$ cat src/rtl/ddr100_pkg.sv
// Shared types and constants for the DDR 100 MHz command sequencer.
// Optional read-timeout feature: define DDR_CMD_SEQ_RD_TMO_EN.
package ddr100_pkg;

  // Sequencer states
  typedef enum logic [2:0] {
    IDLE = 3'd0,
    RCD  = 3'd1,
    RDW  = 3'd2,
    REC  = 3'd3,
    RFC  = 3'd4
  } state_t;

  // Command pin encodings, ordered {cs_n, ras_n, cas_n, we_n}
  localparam logic [3:0] CMD_NOP   = 4'b0111;
  localparam logic [3:0] CMD_ACT   = 4'b0011;
  localparam logic [3:0] CMD_READ  = 4'b0101;
  localparam logic [3:0] CMD_WRITE = 4'b0100;
  localparam logic [3:0] CMD_REF   = 4'b0001;

  // Address bit carrying auto-precharge on READ/WRITE
  localparam int AP_BIT = 10;

  // Larger of two integers, used to size the shared timing counter
  function automatic int max_int(input int a, input int b);
    return (a > b) ? a : b;
  endfunction

endpackage

$ cat src/rtl/ddr100_ref_timer.sv
// Free-running auto-refresh interval timer with a single pending flag.
// The flag is set on every expiry and cleared by ref_ack; an expiry that
// lands while the flag is already set is simply absorbed.
module ddr100_ref_timer #(
  parameter int T_REFI = 780
) (
  input  logic clk100m,
  input  logic phy_rst_n,
  input  logic ref_ack,
  output logic ref_pend
);

  localparam int RW = (T_REFI > 1) ? $clog2(T_REFI) : 1;

  logic [RW-1:0] ref_cnt_q, ref_cnt_d;
  logic          ref_pend_q, ref_pend_d;
  logic          expire;

  assign expire   = (ref_cnt_q == '0);
  assign ref_pend = ref_pend_q;

  // Next-state: reload on expiry, otherwise count down; expiry wins over ack
  always_comb begin
    ref_cnt_d  = ref_cnt_q - RW'(1);
    ref_pend_d = ref_pend_q & ~ref_ack;
    if (expire) begin
      ref_cnt_d  = RW'(T_REFI - 1);
      ref_pend_d = 1'b1;
    end
  end

  // State registers
  always_ff @(posedge clk100m or negedge phy_rst_n) begin
    if (!phy_rst_n) begin
      ref_cnt_q  <= RW'(T_REFI - 1);
      ref_pend_q <= 1'b0;
    end else begin
      ref_cnt_q  <= ref_cnt_d;
      ref_pend_q <= ref_pend_d;
    end
  end

endmodule

$ cat src/rtl/ddr100_cmd_seq.sv
// DDR command-side initiator: ACT followed by READ/WRITE with auto-precharge,
// PHY strobes, read-beat counting and periodic auto-refresh.
// Optional read timeout: define DDR_CMD_SEQ_RD_TMO_EN to enable rd_err.
module ddr100_cmd_seq
  import ddr100_pkg::*;
#(
  parameter int ROW_W    = 13,
  parameter int COL_W    = 10,
  parameter int BA_W     = 3,
  parameter int T_RCD    = 2,
  parameter int T_RD_REC = 6,
  parameter int T_WR_REC = 12,
  parameter int T_REFI   = 780,
  parameter int T_RFC    = 13,
  parameter int RD_TMO   = 16
) (
  input  logic             clk100m,
  input  logic             phy_rst_n,
  input  logic             req_valid,
  output logic             req_ready,
  input  logic             req_we,
  input  logic             req_burst8,
  input  logic [BA_W-1:0]  req_ba,
  input  logic [ROW_W-1:0] req_row,
  input  logic [COL_W-1:0] req_col,
  output logic             cmd_cs_n,
  output logic             cmd_ras_n,
  output logic             cmd_cas_n,
  output logic             cmd_we_n,
  output logic [BA_W-1:0]  cmd_ba,
  output logic [ROW_W-1:0] cmd_a,
  output logic             phy_read,
  output logic             phy_write,
  output logic             phy_burst8,
  input  logic             phy_rvalid,
  output logic             rd_done,
  output logic             rd_err,
  output logic             busy
);

  localparam int CNT_MAX = max_int(max_int(max_int(T_RCD, T_RD_REC),
                                           max_int(T_WR_REC, T_RFC)), RD_TMO);
  localparam int CNT_W   = $clog2(CNT_MAX) + 1;

  state_t           state_q;
  logic [CNT_W-1:0] cnt_q;
  logic [1:0]       beat_q;
  logic [3:0]       cmd_q;
  logic [BA_W-1:0]  cmd_ba_q;
  logic [ROW_W-1:0] cmd_a_q;
  logic             phy_read_q;
  logic             phy_write_q;
  logic             phy_burst8_q;
  logic             rd_done_q;
  logic             we_q;
  logic [BA_W-1:0]  ba_q;
  logic [COL_W-1:0] col_q;

  logic             ref_pend;
  logic             ref_ack;
  logic [1:0]       last_beat;
  logic [ROW_W-1:0] rw_addr;

  // Refresh interval timer; the sequencer acknowledges in the IDLE cycle
  // that launches REF
  ddr100_ref_timer #(
    .T_REFI (T_REFI)
  ) u_ref_timer (
    .clk100m   (clk100m),
    .phy_rst_n (phy_rst_n),
    .ref_ack   (ref_ack),
    .ref_pend  (ref_pend)
  );

  assign ref_ack   = (state_q == IDLE) & ref_pend;
  assign req_ready = (state_q == IDLE) & ~ref_pend;
  assign busy      = (state_q != IDLE);

  // Index of the final beat: two beats for BL4, four for BL8
  assign last_beat = phy_burst8_q ? 2'd3 : 2'd1;

  // READ/WRITE address: column in the low bits, auto-precharge on bit 10,
  // everything else zero
  genvar gi;
  generate
    for (gi = 0; gi < ROW_W; gi++) begin : g_rw_addr
      if (gi < COL_W) begin : g_col
        assign rw_addr[gi] = col_q[gi];
      end else if (gi == AP_BIT) begin : g_ap
        assign rw_addr[gi] = 1'b1;
      end else begin : g_zero
        assign rw_addr[gi] = 1'b0;
      end
    end
  endgenerate

  assign {cmd_cs_n, cmd_ras_n, cmd_cas_n, cmd_we_n} = cmd_q;
  assign cmd_ba     = cmd_ba_q;
  assign cmd_a      = cmd_a_q;
  assign phy_read   = phy_read_q;
  assign phy_write  = phy_write_q;
  assign phy_burst8 = phy_burst8_q;
  assign rd_done    = rd_done_q;

`ifdef DDR_CMD_SEQ_RD_TMO_EN
  logic rd_err_q;
  assign rd_err = rd_err_q;
`else
  assign rd_err = 1'b0;
`endif

  // Sequencer FSM with registered command pins and strobes
  always_ff @(posedge clk100m or negedge phy_rst_n) begin
    if (!phy_rst_n) begin
      state_q      <= IDLE;
      cnt_q        <= '0;
      beat_q       <= '0;
      cmd_q        <= CMD_NOP;
      cmd_ba_q     <= '0;
      cmd_a_q      <= '0;
      phy_read_q   <= 1'b0;
      phy_write_q  <= 1'b0;
      phy_burst8_q <= 1'b0;
      rd_done_q    <= 1'b0;
      we_q         <= 1'b0;
      ba_q         <= '0;
      col_q        <= '0;
`ifdef DDR_CMD_SEQ_RD_TMO_EN
      rd_err_q     <= 1'b0;
`endif
    end else begin
      // Pulses and command default to idle every cycle
      cmd_q       <= CMD_NOP;
      phy_read_q  <= 1'b0;
      phy_write_q <= 1'b0;
      rd_done_q   <= 1'b0;
`ifdef DDR_CMD_SEQ_RD_TMO_EN
      rd_err_q    <= 1'b0;
`endif
      case (state_q)
        IDLE: begin
          // Pending refresh takes priority over a waiting request
          if (ref_pend) begin
            cmd_q   <= CMD_REF;
            cnt_q   <= CNT_W'(T_RFC - 1);
            state_q <= RFC;
          end else if (req_valid) begin
            we_q         <= req_we;
            ba_q         <= req_ba;
            col_q        <= req_col;
            phy_burst8_q <= req_burst8;
            cmd_q        <= CMD_ACT;
            cmd_ba_q     <= req_ba;
            cmd_a_q      <= req_row;
            cnt_q        <= CNT_W'(T_RCD - 1);
            state_q      <= RCD;
          end
        end

        RCD: begin
          if (cnt_q == '0) begin
            cmd_ba_q <= ba_q;
            cmd_a_q  <= rw_addr;
            if (we_q) begin
              cmd_q       <= CMD_WRITE;
              phy_write_q <= 1'b1;
              cnt_q       <= CNT_W'(T_WR_REC - 1);
              state_q     <= REC;
            end else begin
              cmd_q      <= CMD_READ;
              phy_read_q <= 1'b1;
              beat_q     <= '0;
              cnt_q      <= CNT_W'(RD_TMO - 1);
              state_q    <= RDW;
            end
          end else begin
            cnt_q <= cnt_q - CNT_W'(1);
          end
        end

        RDW: begin
          if (phy_rvalid) begin
            if (beat_q == last_beat) begin
              rd_done_q <= 1'b1;
              cnt_q     <= CNT_W'(T_RD_REC - 1);
              state_q   <= REC;
            end else begin
              beat_q <= beat_q + 2'd1;
            end
          end
`ifdef DDR_CMD_SEQ_RD_TMO_EN
          // Timeout only runs until the first beat shows up
          else if (beat_q == 2'd0) begin
            if (cnt_q == '0) begin
              rd_err_q <= 1'b1;
              cnt_q    <= CNT_W'(T_RD_REC - 1);
              state_q  <= REC;
            end else begin
              cnt_q <= cnt_q - CNT_W'(1);
            end
          end
`endif
        end

        REC, RFC: begin
          if (cnt_q == '0) begin
            phy_burst8_q <= 1'b0;
            state_q      <= IDLE;
          end else begin
            cnt_q <= cnt_q - CNT_W'(1);
          end
        end

        default: begin
          state_q <= IDLE;
        end
      endcase
    end
  end

endmodule
$ cat config.mk
export PLATFORM = sky130hd
export DESIGN_NAME = ddr100_cmd_seq
export DESIGN_NICKNAME = d
export VERILOG_FILES = /design/src/rtl/ddr100_pkg.sv /design/src/rtl/ddr100_ref_timer.sv /design/src/rtl/ddr100_cmd_seq.sv
export SDC_FILE = /design/constraint.sdc
export NUM_CORES = 1
export LEC_CHECK = 0
export CAP_MARGIN = 20
export CORE_MARGIN = 2
export CORE_UTILIZATION = 55
export CTS_BUF_LIST = sky130_fd_sc_hd__clkbuf_8
export DETAILED_ROUTE_END_ITERATION = 10
export HOLD_SLACK_MARGIN = 0.02
export PLACE_DENSITY = 0.85
export SYNTH_ARGS = -nofsm -noshare
export SYNTH_HDL_FRONTEND = slang
export SYNTH_SLANG_ARGS = --single-unit
$ cat constraint.sdc
create_clock -name clk100m -period 4.9 [get_ports clk100m]
set_input_delay 0.98 -clock clk100m [delete_from_list [all_inputs] [get_ports clk100m]]
set_output_delay 0.98 -clock clk100m [all_outputs]
set_load 0.02 [all_outputs]
# Word level (Yosys, flattened, before mapping)
# Index checks and enable logic that the tools add are counted.
# Widths: inputs -> output; s select.
[classes]
n_addsub = 3
n_eq_ne = 15
muxes = 50
bitwise = 5
reduce_logical = 15
[op_table]
columns = ["operator", "n"]
rows = [
  ["$mux 13", 3],
  ["$mux 3", 12],
  ["$mux 5", 6],
  ["$pmux 13 s2", 1],
  ["$pmux 5 s4", 1],
  ["$ne 2x2->1 const B", 9],
  ["$mux 1", 15],
  ["$reduce_and 5->1", 3],
  ["$mux 2", 6],
  ["$pmux 3 s2", 2],
  ["$pmux 3 s4", 1],
  ["$logic_not 10->1", 1],
  ["$mux 10", 1],
  ["$sub 10x1->10 const B", 1],
  ["$reduce_and 4->1", 2],
  ["$eq 3x2->1 const B", 2],
  ["$reduce_bool 2->1", 3],
  ["$logic_not 5->1", 1],
  ["$sub 5x1->5 const B", 1],
  ["$pmux 2 s2", 1],
  ["$reduce_bool 4->1", 1],
  ["$and 1x1->1", 3],
  ["$eq 3x1->1 const B", 1],
  ["$eq 3x3->1 const B", 1],
  ["other kinds (9)", 10],
]
[totals]
regBits = 59
in_bits = 32
elab_cells = 103

# Longest topological paths before layout
# Gate-level depths: netlist of the first run.
[logic_depth]
depth_word = 5
ltp_mapped = 9

# Hierarchy
# A second synthesis of the first run with hierarchy kept.
[hier_totals]
cells_unflattened = 299
area_unflattened_um2 = 2842.7
[modules_own_cells]
columns = ["module", "n_inst", "cells_per_inst", "area_per_inst_um2", "seq_area_each_um2"]
rows = [
  ["ddr100_cmd_seq", 1, 249, 2290.9, 1179.9],
  ["ddr100_ref_timer", 1, 50, 551.8, 281.5],
]

# Worst setup path before layout of the first run
# OpenSTA, ideal clock, no wires.
[synth_timing]
path_kind = "register -> output"
startpoint = "register state_q[1]"
endpoint = "output port req_ready"
arrival_time_ps = 1314
path_slack_ps = 2606
stages_incl_launch_ff = 5
n_path_buf = 1
path_cell_list = "dfrtp_1 buf_2 nor3_2 inv_1 nor2_1"
[synth_between]
elab_chain_len = 2
[synth_lines]
columns = ["item", "line", "text"]
rows = [
  ["start, declared", "ddr100_cmd_seq.sv:45", "state_t state_q;"],
  ["start signal, assigned", "ddr100_cmd_seq.sv:115", "state_q <= IDLE;"],
  ["start signal, assigned", "ddr100_cmd_seq.sv:146", "state_q <= RFC;"],
  ["start signal, assigned", "ddr100_cmd_seq.sv:156", "state_q <= RCD;"],
  ["$logic_not 3->1", "ddr100_cmd_seq.sv:76", "assign req_ready = (state_q == IDLE) & ~ref_pend;"],
  ["$and 1x1->1", "ddr100_cmd_seq.sv:76", ""],
  ["end, declared", "ddr100_cmd_seq.sv:20", "output logic req_ready,"],
]
# No other way between the ends.

# Final worst setup path of the first run
[layout_timing]
startpoint = "register state_q[2]"
endpoint = "output port req_ready"
# The elaborated chain is that of the path after synthesis.

==> results of run 1 <==
## worst paths after layout
check | cells after the start | start | slack (ns) | to
worst min-delay path | 1 | u_ref_timer.ref_cnt_q[0] | 0.46 | u_ref_timer.ref_cnt_q[0]
worst min register to register | 1 | u_ref_timer.ref_cnt_q[0] | 0.46 | u_ref_timer.ref_cnt_q[0]
min in group asynchronous | 2 | phy_rst_n | 0.78 | ba_q[1]
max in group asynchronous | 2 | phy_rst_n | 3.67 | beat_q[0]
worst max-delay path | 4 | state_q[2] | 1.60 | req_ready
worst max register to register | 5 | state_q[2] | 2.11 | cmd_a[8]
## kinds of logic after synthesis
kind of cell / Yosys count / share of synthesized area (%)
compound gates: 56 / 13.5
other cells: 1 / 0.135
buf+inv: 26 / 4.74
mux: 29 / 11.2
simple gates: 79 / 14.4
flops: 58 / 52.7
xor+xnor: 8 / 2.53
fa+ha+maj: 2 / 0.903
## cells in the mapped netlist (3+ instances only)
library cell	count
dfrtp_1	50
nor2_1	30
a21oi_1	26
nand2_1	22
mux2i_1	14
inv_1	10
mux2_1	9
dfstp_2	8
buf_4	7
o21ai_0	7
buf_2	6
mux2_2	6
nor3_1	6
nand3_1	5
xnor2_1	4
xor2_1	4
o21ai_1	3
## routing by layer
metal | global-route usage (%) | wire, µm | vias to the layer above
li1 | - | - | 1014
met1 | 28.5 | 2420 | 1003
met2 | 35.4 | 2880 | 63
met3 | 4.15 | 255 | 14
met4 | 14.1 | 173 | 0
met5 | 0 | 0 | -
## state kept, by name (all words and copies together), names as in the netlist, 2 cells and up
register	count
ba_q	3
beat_q	2
cmd_a	13
cmd_ba	3
cmd_q	3
cnt_q	5
col_q	10
state_q	3
u_ref_timer.ref_cnt_q	10
## metrics by stage
step / std cells / hold WS, ns / power [mW] / cell area [µm²]
floorplan: 260 / 0.428 / 1.38 / 2780
global route: 386 / 0.469 / 2.28 / 3550
finish: 386 / 0.460 / 2.15 / 3550
global placement: 370 / 0.438 / 1.63 / 3340
CTS: 386 / 0.459 / 2.16 / 3550
detailed placement: 370 / 0.443 / 1.68 / 3340
## cell type report
type	instances	area (µm²)
clock inverters	6	81.3
clock buffers	10	138
well taps	67	83.8
repair buffers	57	563
fillers	341	1230
multi-input cells	176	1180
flip-flops and latches	58	1460
inverters	12	45.0
## worst max-delay path: stages (launching register included)
cell             delay, ns
dfrtp_1               0.63
nor3_2                0.40
inv_1                 0.21
nor2_1                0.13
clkdlybuf4s50_1       0.61
## power by group through the flow
stage / Sequential [mW] / Combinational, mW / Clock [mW]
after detailed placement: 0.803 / 0.875 / 0
after CTS: 0.794 / 0.880 / 0.490
after global placement: 0.792 / 0.843 / 0
after floorplan: 0.838 / 0.543 / 0
final: 0.793 / 0.870 / 0.483
after global routing: 0.819 / 0.954 / 0.506
==> results.md, run 1 <==
* Clk sinks at a little under 60
* DR iter-0 viols at approximately 130
* Most common cell after layout, fill and taps aside: clkdlybuf4s50_1
* Worst setup EP type: primary output
* Yosys top cell area share at 45.1%
* Vias post-DR at 2094
* Cell taking the most area after synthesis: dfrtp_1
* Root Driver: clkbuf_8
* Slew Viols, Final at 0
* Global-route wire length before repair at 9190 µm
* RSZ-0062 raised after global routing: false
* Comb pwr share at about two fifths
* Worst EP arrival at between 2 and 2.5 ns
* Rows at 25
* Worst Tran Pin Value at ~0.96 ns
* Core area at 4790 µm²
* Die Y at between 70 and 80 µm
* Max VDD drop at a little under 0.3 mV
* GP Congestion at 0.803
* Worst setup SP type: flop
* Netlist cell types at 53
* Max Buffers Root-to-Sink at 2
* Final WL at 5720 µm
* Net Sw Frac at between 30% and 40%
* Total CTS buffers at 9
* Commonest cells after routing, fill and taps aside: clkdlybuf4s50_1, dfrtp_1, nor2_1, a21oi_1, nand2_1
* Vias per inst at between 5 and 6
* Async set-reset flop share out of synthesis at between 90% and 100%
* Crit-path max FO at 21
* Seq/Total Area, Yosys at a little over half
* Final Hold Viols at 0
* Number of synthesized flops with an enable pin at 0
* Number of port buffers at between 50 and 60
* Post-Synthesis Cells at roughly 260
* Remaining antenna violation count at 0
* Int Pwr at about 1.4 mW
* Largest net degree at the start of global routing at between 50 and 60
* Syn_area_per_cell at approximately 11 µm²
* Initial Util at 57.9%
* Router iterations before antenna repair at 4
* Worst Skew at about 0.011 ns
* Synthesis-to-finish area growth at 28.3%
* Hold Path Class: flop to flop
* IO Count at between 50 and 60
* Clock power frac at 22.5%
* Switching Power at slightly below 0.8 mW
* Nets at 348
* Total die area at approximately 5600 µm²
* Final worst setup slack at 1.60 ns
* FMAX at just over 300 MHz
* Max Cap Viol at 0
* Power Dens Cells at around 600 nW/µm²
* Setup violations, final at 0
* CTS tree: done
* Ant. Diodes at 0
* GRT overflow at 0
* Flip-flop and latch count after synthesis at 58
* Syn Std Cell Area at between 2000 and 3000 µm²
* Hold_buf cts at 0
* Initial antenna violation count at 0
* Dpl ws at approximately 1.6 ns
* DRC errors left at 0
* Sequential share of power at a little under two fifths
* Ranking of synthesized cells by area: dfrtp_1, dfstp_2, mux2i_1
* Clock Latency Late Sink at ~0.34 ns
* Utilization after layout at approximately 74%
* Detailed Place HPWL at 3950 µm
* Critical path type: flop to primary output
* CTS resizes at 0
* H-tree depth at 3
* Post-CTS Setup Bufs at 0
* Period utilisation layout at between 60 and 70%
* Tot GR Track Use at ~22%
* Total Neg Setup Slack at 0 ns
* Wire per inst at 14.8 µm
* Worst Path Required at roughly 3.9 ns
* Leak pwr at about 1.5 nW
* Clock Pin Slew Worst Setup and Hold Paths at around 0.06 ns
* Die X at 75.0 µm
* Vias in the first global route at approximately 2000
* Ys flop type: dfrtp_1
* Synthesis Warnings at 0
* Share of cells above drive strength 1 at a little over an eighth
* Outcome: finished, final reports clean
* Final Critical Period at 3.30 ns
* Slew margin rel. at approximately 36%
No activity file was read; power rests on OpenSTA's default activity.
==> run 2, diff against run 1 <==
--- a/config.mk
+++ b/config.mk
@@ -7,11 +7,11 @@
 export LEC_CHECK = 0
 export CAP_MARGIN = 20
 export CORE_MARGIN = 2
-export CORE_UTILIZATION = 55
+export CORE_UTILIZATION = 47
 export CTS_BUF_LIST = sky130_fd_sc_hd__clkbuf_8
 export DETAILED_ROUTE_END_ITERATION = 10
 export HOLD_SLACK_MARGIN = 0.02
-export PLACE_DENSITY = 0.85
+export PLACE_DENSITY = 0.78
 export SYNTH_ARGS = -nofsm -noshare
 export SYNTH_HDL_FRONTEND = slang
 export SYNTH_SLANG_ARGS = --single-unit
==> constraint.sdc (replaced) <==
create_clock -name clk100m -period 2.9 [get_ports clk100m]
set_input_delay 0.58 -clock clk100m [delete_from_list [all_inputs] [get_ports clk100m]]
set_output_delay 0.58 -clock clk100m [all_outputs]
set_load 0.02 [all_outputs]
==> results.md, run 2 (synthesis gave the netlist of run 1 again) <==
* Vias per inst at 5.33 (-1.8%)
* Post-CTS Setup Bufs at 0 (unchanged)
* Final Hold Viols at 0 (unchanged)
* Met1 Routed Length at 2430 µm (+0.66%)
* Core area at 5610 µm² (+17%)
* Comb pwr share at 43.1% (+2.5 points)
* Vias in the first global route at 2074 (+3.8%)
* Total Neg Setup Slack at 0 ns (unchanged)
* Die X at 80.8 µm (+7.7%)
* CTS tree: done
* Cell Chain, Critical Path: nor3_2, inv_1, nor2_1, clkdlybuf4s50_1
* Router iterations before antenna repair at 4 (unchanged)
* Hold Path Class: input pin to asynchronous set/reset pin
* CP peak stage delay at 0.60 ns (-0.03 ns)
* Worst Path Required at 2.32 ns (-1.60 ns)
* Final worst setup slack at 0.355 ns (-1.24 ns)
* Detailed Place HPWL at 3900 µm (-1.4%)
* Outcome: finished, final reports clean
* Commonest cells after routing, fill and taps aside: clkdlybuf4s50_1, dfrtp_1, nor2_1, a21oi_1, nand2_1
* Leak pwr at 1.55 nW (+1.4%)
* Final Critical Period at 2.54 ns
* Largest net degree at the start of global routing at 59 (unchanged)
* Remaining antenna violation count at 0 (unchanged)
* Layout filler cell count at 455 (+33%)
* Number of port buffers at 56 (unchanged)
* Switching Power at 1.31 mW (+68%)
* Finished Cell Area at 3580 µm² (+0.63%)
* Wire per inst at 14.3 µm (-3.6%)
* Sequential share of power at 37.1% (+0.2 points)
* Total chip power at 3.53 mW (+65%)
* GRT overflow at 0 (unchanged)
* Hold_buf cts at 0 (unchanged)
* Max reg flops at 13 (unchanged)
* Clock power frac at 19.8% (-2.7 points)
* Worst setup EP type: primary output
* H-tree depth at 3 (unchanged)
* Share of cells above drive strength 1 at 15.4% (+1.9 points)
* Clock Latency Late Sink at 0.33 ns (about the same)
* Slew margin rel. at 53.1% (+17 points)
* RSZ-0062 raised after global routing: false
* Max Used Layer: met4
* Worst Skew at 0.00715 ns (-0.00382 ns)
* Final WL at 5680 µm (-0.82%)
* Most common cell after layout, fill and taps aside: clkdlybuf4s50_1
* Placed cell area at 3390 µm² (+1.8%)
* Critical path type: flop to primary output
* Dpl ws at 0.543 ns (-1.10 ns)
* Max Buffers Root-to-Sink at 2 (unchanged)
* Crit-path max FO at 13 (-38%)
* Met3 WL at 252 µm (-1.2%)
* Die Y at 80.8 µm (+7.7%)
* Root Driver: clkbuf_8
* GP Congestion at 0.805 (+0.26%)
* Max VDD drop at 0.468 mV (+58%)
* Tot GR Track Use at 19.0% (-3.4 points)
* Nets at 355 (+2.0%)
* Worst EP arrival at 1.96 ns (-0.36 ns)
* Setup violations, final at 0 (unchanged)
* Max Cap Viol at 0 (unchanged)
* Slew Viols, Final at 0 (unchanged)
* Initial antenna violation count at 0 (unchanged)
* Ant. Diodes at 0 (unchanged)
* Power Dens Cells at 987 nW/µm² (+64%)
* Worst Tran Pin Value at 0.704 ns (-0.252 ns)
* DRC errors left at 0 (unchanged)
* CTS resizes at 0 (unchanged)
* Global-route wire length before repair at 9360 µm (+1.9%)
* Total die area at 6530 µm² (+16%)
* Vias post-DR at 2115 (+1.0%)
* Total CTS buffers at 9 (unchanged)
* Synthesis-to-finish area growth at 29.1%
* Net Sw Frac at 37.0% (+0.64 points)
* Period utilisation layout at between 80% and 90%
* Rows at 27 (+8.0%)
* Clock Pin Slew Worst Setup and Hold Paths at 0.06 ns (about the same)
* FMAX at 393 MHz
* CP max-delay cell: clkdlybuf4s50_1
* Clk sinks at 58 (unchanged)
* Met2 routed wirelength at 2880 µm (+0.24%)
* Worst setup SP type: flop
* Int Pwr at 2.23 mW (+63%)
* DR iter-0 viols at 136 (+7.9%)
* IO Count at 59 (unchanged)
* Initial Util at 49.4% (-8.5 points)
-- run 2: cell count changes in the layout (fill, tap and decap cells not counted) --
cell | previous run | this run
clkinv_4 | 0 | 1
buf_4 | 1 | 8
clkinv_2 | 2 | 4
clkbuf_8 | 10 | 9
bufinv_16 | 2 | 1
clkinvlp_4 | 1 | 0
inv_1 | 11 | 10
-- run 2: power by group through the flow --
stage	Combinational, mW	Clock (mW)	Sequential [mW]
6_report	1.52	0.698	1.31
2_1_floorplan	0.918	0	1.42
5_1_grt	1.67	0.763	1.35
3_5_place_dp	1.54	0	1.32
4_1_cts	1.54	0.723	1.31
3_3_place_gp	1.50	0	1.31
-- run 2: cell type report --
| class | count | area (µm²) | area share [%] |
|---|---|---|---|
| sequential | 58 | 1460 | 40.9 |
| multi-input combinational | 176 | 1180 | 33.1 |
| timing repair buffer | 64 | 616 | 17.2 |
| clock buffer | 9 | 124 | 3.46 |
| tap | 72 | 90.1 | 2.52 |
| clock inverter | 6 | 58.8 | 1.64 |
| inverter | 12 | 45.0 | 1.26 |
-- run 2: worst paths after layout --
kind	start	endpoint	slack, ns	cells past startpoint
max	state_q[0]	req_ready	0.36	4
min in group clk100m	u_ref_timer.ref_cnt_q[0]	u_ref_timer.ref_cnt_q[0]	0.46	1
max reg2reg	cnt_q[0]	cnt_q[3]	0.71	7
min	phy_rst_n	state_q[2]	0.38	2
min reg2reg	u_ref_timer.ref_cnt_q[0]	u_ref_timer.ref_cnt_q[0]	0.46	1
max in group asynchronous	phy_rst_n	state_q[1]	2.06	2
-- run 2: worst max-delay path: cells and delay by family, from the launching register on --
kind	cells	cell delay [ns]
flip-flops	1	0.51
AND/OR/NAND/NOR	2	0.37
buffers and inverters	2	0.74
-- run 2: layer usage --
metal	vias up	GRT usage, %
met1	1033	23.2
met4	0	8.14
met5	-	0
met2	54	31.3
li1	1021	-
met3	7	6.11
-- run 2: per-stage QoR --
step / hold slack (ns) / util (%) / instances
final: 0.384 / 63.8 / 397
after global routing: 0.433 / 63.8 / 397
after CTS: 0.396 / 63.8 / 397
after detailed placement: 0.449 / 60.5 / 382
after global placement: 0.436 / 60.5 / 382
after floorplan: 0.284 / - / 260
==> run 3, diff against run 2 <==
--- a/config.mk
+++ b/config.mk
@@ -7,11 +7,10 @@
 export LEC_CHECK = 0
 export CAP_MARGIN = 20
 export CORE_MARGIN = 2
-export CORE_UTILIZATION = 47
-export CTS_BUF_LIST = sky130_fd_sc_hd__clkbuf_8
+export CORE_UTILIZATION = 46
 export DETAILED_ROUTE_END_ITERATION = 10
 export HOLD_SLACK_MARGIN = 0.02
-export PLACE_DENSITY = 0.78
+export PLACE_DENSITY = 0.76
 export SYNTH_ARGS = -nofsm -noshare
 export SYNTH_HDL_FRONTEND = slang
 export SYNTH_SLANG_ARGS = --single-unit
==> results.md, run 3 (synthesis gave the netlist of run 1 again) <==
* Slew Viols, Final at 0 (unchanged)
* Total Neg Setup Slack at 0 ns (unchanged)
* Commonest cells after routing, fill and taps aside: clkdlybuf4s50_1, dfrtp_1, nor2_1, a21oi_1, nand2_1
* Rows at 28 (+3.7%)
* Ant. Diodes at 0 (unchanged)
* Clock Latency Late Sink at 0.33 ns (about the same)
* Reg2reg start: cnt_q[0]
* Total CTS buffers at 9 (unchanged)
* Root Driver: clkbuf_8
* IO Count at 59 (unchanged)
* R2R cell count at 9 (+2)
* Slew margin rel. at 57.8% (+4.7 points)
* Clk sinks at 58 (unchanged)
* Utilization after layout at 61.7% (-2.1 points)
* DR iter-0 viols at 114 (-16%)
* RR Endpoint: cmd_a[5]
* Layout filler cell count at 482 (+5.9%)
* CP max-delay cell: clkdlybuf4s50_1
* Global-route wire length before repair at 9600 µm (+2.5%)
* Share of cells above drive strength 1 at 15.6% (+0.26 points)
* Cell Chain, Critical Path: nor3_4, inv_1, nor2_1, clkdlybuf4s50_1
* GP Congestion at 0.813 (+0.93%)
* Initial antenna violation count at 0 (unchanged)
* H-tree depth at 3 (unchanged)
* Max VDD drop at 0.530 mV (+13%)
* Core area at 5890 µm² (+5.0%)
* Crit-path max FO at 13 (unchanged)
* Vias in the first global route at 2053 (-1.0%)
* Post-CTS Setup Bufs at 0 (unchanged)
* Worst Tran Pin Value at 0.632 ns (-0.0712 ns)
* Worst Path Required at 2.32 ns (about the same)
* FMAX at 368 MHz (-6.5%)
* Number of port buffers at 56 (unchanged)
* Period utilisation layout at 93.8% (+6.1 points)
* Total die area at 6660 µm² (+2.1%)
* CTS tree: done
* Router iterations before antenna repair at 4 (unchanged)
* Largest net degree at the start of global routing at 31 (-47%)
* Vias per inst at 5.24 (-1.6%)
* Nets at 355 (unchanged)
* GRT overflow at 0 (unchanged)
* Top delay family on crit path: buffers and inverters
* Wire per inst at 14.4 µm (+0.87%)
* Final WL at 5780 µm (+1.9%)
* Outcome: finished, final reports clean
* Flop-to-flop setup slack at 0.73 ns (+0.02 ns)
* Detailed Place HPWL at 4070 µm (+4.5%)
* Tot GR Track Use at 19.3% (+0.25 points)
* Most common cell after layout, fill and taps aside: clkdlybuf4s50_1
* Initial Util at 47.1% (-2.3 points)
* Remaining antenna violation count at 0 (unchanged)
* Worst Path Buf+Inv at 2 (unchanged)
* RSZ-0062 raised after global routing: false
* Clock Pin Slew Worst Setup and Hold Paths at 0.07 ns (about the same)
* Die Y at 81.6 µm (+1.0%)
* Worst setup EP type: primary output
* Hold Path Class: input pin to asynchronous set/reset pin
* Setup violations, final at 0 (unchanged)
* Worst Skew at 0.00817 ns (+0.00103 ns)
* CP peak stage delay at 0.63 ns (+0.03 ns)
* Worst EP arrival at 2.14 ns (+0.18 ns)
* Critical path type: flop to primary output
* Leak pwr at 1.57 nW (+0.94%)
* Vias post-DR at 2102 (-0.61%)
* Worst setup SP type: flop
* Max Cap Viol at 0 (unchanged)
* Final Hold Viols at 0 (unchanged)
* Power Dens Cells at 1010 nW/µm² (+2.7%)
* Max reg flops at 13 (unchanged)
* Final Critical Period at 2.72 ns (+0.176 ns)
* Die X at 81.6 µm (+1.0%)
* DRC errors left at 0 (unchanged)
* Max Buffers Root-to-Sink at 2 (unchanged)
* Synthesis-to-finish area growth at 31.1%
-- run 3: cell types whose count changed in the layout (fill, tap and decap cells not counted), sizes merged --
cell | previous run | this run
bufinv | 1 | 2
clkbuf | 9 | 10
clkinvlp | 0 | 1
clkinv | 5 | 3
-- run 3: worst register-to-register path, stage by stage, from the launching register on --
cell and delay (ns):
dfrtp_1 0.42, inv_1 0.11, ha_1 0.21, nor4b_4 0.35
buf_4 0.24, nand2_1 0.10, nand2_1 0.09, buf_4 0.29
nor2_1 0.11, a21oi_1 0.17
-- run 3: layout make-up --
cell class | count | area [µm²] | share of cell area (%)
Clock inverter | 6 | 90.1 | 2.48
Sequential cell | 58 | 1460 | 40.2
Multi-Input combinational cell | 176 | 1190 | 32.7
Tap cell | 75 | 93.8 | 2.58
Clock buffer | 10 | 138 | 3.79
Timing Repair Buffer | 64 | 616 | 16.9
Inverter | 12 | 45.0 | 1.24
-- run 3: layer usage --
| metal | track usage [%] | wire, µm |
|---|---|---|
| met5 | 0 | 0 |
| met4 | 6.50 | 55 |
| met3 | 5.71 | 270 |
| met2 | 30.2 | 2910 |
| met1 | 25.8 | 2550 |
-- run 3: repair_timing --
action                     4_1_cts  5_1_grt
hold endpoints to repair         0        0
setup endpoints to repair        0        1
hold buffers                     0        0
resized for setup                0        1
-- run 3: how the worst max path moves through the flow --
stage	startpoint	to	cells past startpoint
after floorplan	state_q[1]	req_ready	4
after global placement	state_q[0]	req_ready	4
after detailed placement	state_q[0]	req_ready	4
after CTS	state_q[0]	req_ready	4
after global routing	state_q[0]	req_ready	4
final	state_q[0]	req_ready	4
-- run 3: metrics by stage --
| step | instances | worst slack, ns | instance area [µm²] | hold slack [ns] | total power, mW |
|---|---|---|---|---|---|
| 2_1_floorplan | 260 | 1.01 | 2780 | 0.284 | 2.33 |
| 3_3_place_gp | 385 | 0.519 | 3400 | 0.434 | 2.81 |
| 3_5_place_dp | 385 | 0.483 | 3400 | 0.441 | 2.87 |
| 4_1_cts | 401 | 0.104 | 3630 | 0.275 | 3.72 |
| 5_1_grt | 401 | 0.0296 | 3630 | 0.305 | 3.95 |
| 6_report | 401 | 0.179 | 3630 | 0.259 | 3.68 |
-- run 3: power by group --
part | switching (mW) | internal, mW | total [mW]
Clock | 0.318 | 0.508 | 0.826
Combinational | 0.808 | 0.740 | 1.55
Sequential | 0.210 | 1.10 | 1.31
==> RTL change, RTL diff (settings of run 2) <==
`T_REFI` is set to 780 in 2 places; all go to 195.
--- a/src/rtl/ddr100_ref_timer.sv
+++ b/src/rtl/ddr100_ref_timer.sv
@@ -4,3 +4,3 @@
 module ddr100_ref_timer #(
-  parameter int T_REFI = 780
+  parameter int T_REFI = 195
 ) (
--- a/src/rtl/ddr100_cmd_seq.sv
+++ b/src/rtl/ddr100_cmd_seq.sv
@@ -12,3 +12,3 @@
   parameter int T_WR_REC = 12,
-  parameter int T_REFI   = 780,
+  parameter int T_REFI   = 195,
   parameter int T_RFC    = 13,
Function: no difference found for any inputs over 10 cycles, from zero or initial values and one cycle with phy_rst_n low; that may be too few to reach the edited logic, so the function may still have changed.
==> RTL change against run 2 <==
- sequential cell count down 2
- combinational power decreased by 3%
- final area decreased by 3.9%
- register-to-register slack got worse by 0.08 ns
- routed wire length down 1.8%
- power shrank 9.4%
- synthesized area shrank 2.1%
- count of clock-buffer cells in the layout fell by 4
- setup slack worse by 0.10 ns
==> RTL change: results (changes against run 2) <==
The run gives 3940 um (+1.1%) as the half-perimeter wire length after detailed placement. The yosys synthesis warning count was 0 (unchanged); the detailed-routed wire length on met2 was 2600 um (-10%). The cell count after synthesis came out at 274 (+5.8%).

The flow ran to the end, and the final reports show no timing, DRC or antenna violations. The share of final-layout standard cells stronger than drive strength 1 came out at 9.15% (-6.2 points). H-tree level count: 2 (-1).

For the power in combinational cells, the log shows 0.00147 W (-3%). The multiplexer share of the synthesized area is 6.78% (-4.4 points), and the cell total after placement is 391 (+2.4%). The logs give 9650 um (+3.0%) for the wire length of the first global-routing pass and 29.7% (-1.6 points) for the met2 usage in global routing. The tools report the overall global routing resource usage as 19.4% (+0.34 points).

The worst setup path is captured at an output port. Share of synthesized cell area in full adder, half adder and majority cells: 1.38% (+0.48 points). For the last weighted congestion value of the routability-driven placer, the log shows 0.817 (+1.4%). Sorting the synthesized cells by how often they occur yields sky130_fd_sc_hd__dfrtp_1 (50), sky130_fd_sc_hd__nand2_1 (50), sky130_fd_sc_hd__nor2_1 (18), sky130_fd_sc_hd__o21ai_0 (18), sky130_fd_sc_hd__mux2i_1 (15). The largest single stage delay on the critical path is 0.61 ns. The leakage power of the design was 1.54 nW (-0.91%); the filler cell count was 481 (+5.7%).

The met3 capacity usage during global routing is 7.01% (+0.90 points), and the switching component of the power is 0.00127 W (-2.5%). The total iterations of the first detailed-routing run is 5 (+1). For the layout net count, the log shows 362 (+2.0%).

The CTS buffer count came out at 5 (-4). The run gives 0.00320 W (-9.4%) as the total design power. The number of design-rule violations left by the first detailed-router iteration is 186 (+37%), and the average via count per standard cell is 5.30 (-0.52%).

The met1 track utilization from global routing is 26.0% (+2.8 points), and the largest clock skew in the final design is 0.0140 ns (+0.00684 ns). The slowest stage of the critical path belongs to the cell sky130_fd_sc_hd__dfrtp_1. The run gives 2120 (+0.24%) as the number of vias in the routed layout.

The worst max-slew margin expressed relative to the limit is 57.1% (+4.0 points), and the pin count of the biggest net entering global routing is 33 (-44%). By area the synthesized netlist is led by sky130_fd_sc_hd__dfrtp_1 (46%), sky130_fd_sc_hd__nand2_1 (6.9%), sky130_fd_sc_hd__dfstp_2 (5.8%). The maximum VDD drop is 0.440 mV (-6.0%), and the critical-path maximum fanout is 17 (+4). The area growth from synthesis to layout is 26.7%. The proportion of synthesized chip area in sequential cells came out at 51.9% (-0.82 points). The run gives 3330 sq um (-1.8%) as the cell area after placement.

The average routed wire per standard cell was 13.9 um (-2.5%); the met1 wire length was 2500 um (+2.6%). The clock transition at the registers of the reported paths was 0.10 ns (+0.04 ns). The detailed route wirelength on metal3 was 415 um (+65%). The number of different library cells in the post-synthesis netlist came out at 49 (-7.5%). The worst slack at placement was 0.363 ns (-0.180 ns); the endpoint arrival time on the critical path was 2.07 ns (+0.11 ns).
## RTL change: cell types whose count changed after synthesis, sizes merged, moves of 3 or more
cell,change
nand2,+27
a21oi,-16
mux2,-12
nor2,-12
nand3,+9
o21ai,+8
nand2b,+6
clkbuf,+4
nor3,-3
nor4,+3
## RTL change: path summary, 6_finish.rpt
| kind | startpoint | cells past startpoint | endpoint | slack, ns |
|---|---|---|---|---|
| hold reg to reg | u_ref_timer.ref_cnt_q[0]$_DFF_PN0_ | 1 | u_ref_timer.ref_cnt_q[0]$_DFF_PN0_ | 0.46 |
| min in group clk100m | u_ref_timer.ref_cnt_q[0]$_DFF_PN0_ | 1 | u_ref_timer.ref_cnt_q[0]$_DFF_PN0_ | 0.46 |
| max in group asynchronous | phy_rst_n | 2 | u_ref_timer.ref_cnt_q[6]$_DFF_PN1_ | 2.01 |
| setup reg to reg | cnt_q[0]$_DFFE_PN0P_ | 6 | cmd_a[3]$_DFFE_PN0P_ | 0.63 |
| hold / removal | phy_rst_n | 1 | state_q[1]$_DFFE_PN0P_ | 0.25 |
| setup / recovery | state_q[1]$_DFFE_PN0P_ | 3 | busy | 0.25 |
## RTL change: cell families after synthesis
group,after synthesis
XOR/XNOR,8
AND/OR/NAND/NOR,113
flip-flops,56
multiplexers,18
AO/OA/AOI/OAI,48
adder cells (fa/ha/maj),3
buffers and inverters,27
other,1
## RTL change: layout make-up
class	count	area share, %
Tap cell	72	2.62
Timing Repair Buffer	62	17.8
Clock inverter	3	0.801
Inverter	10	1.09
Multi-Input combinational cell	192	34.7
Clock buffer	5	2.00
Sequential cell	56	41.0
## RTL change: critical path, delay by kind of cell (launching register included)
kind                   cells  cell delay [ns]
buffers and inverters      2             0.68
DFF                        1             0.61
and+or+nand+nor            1             0.46
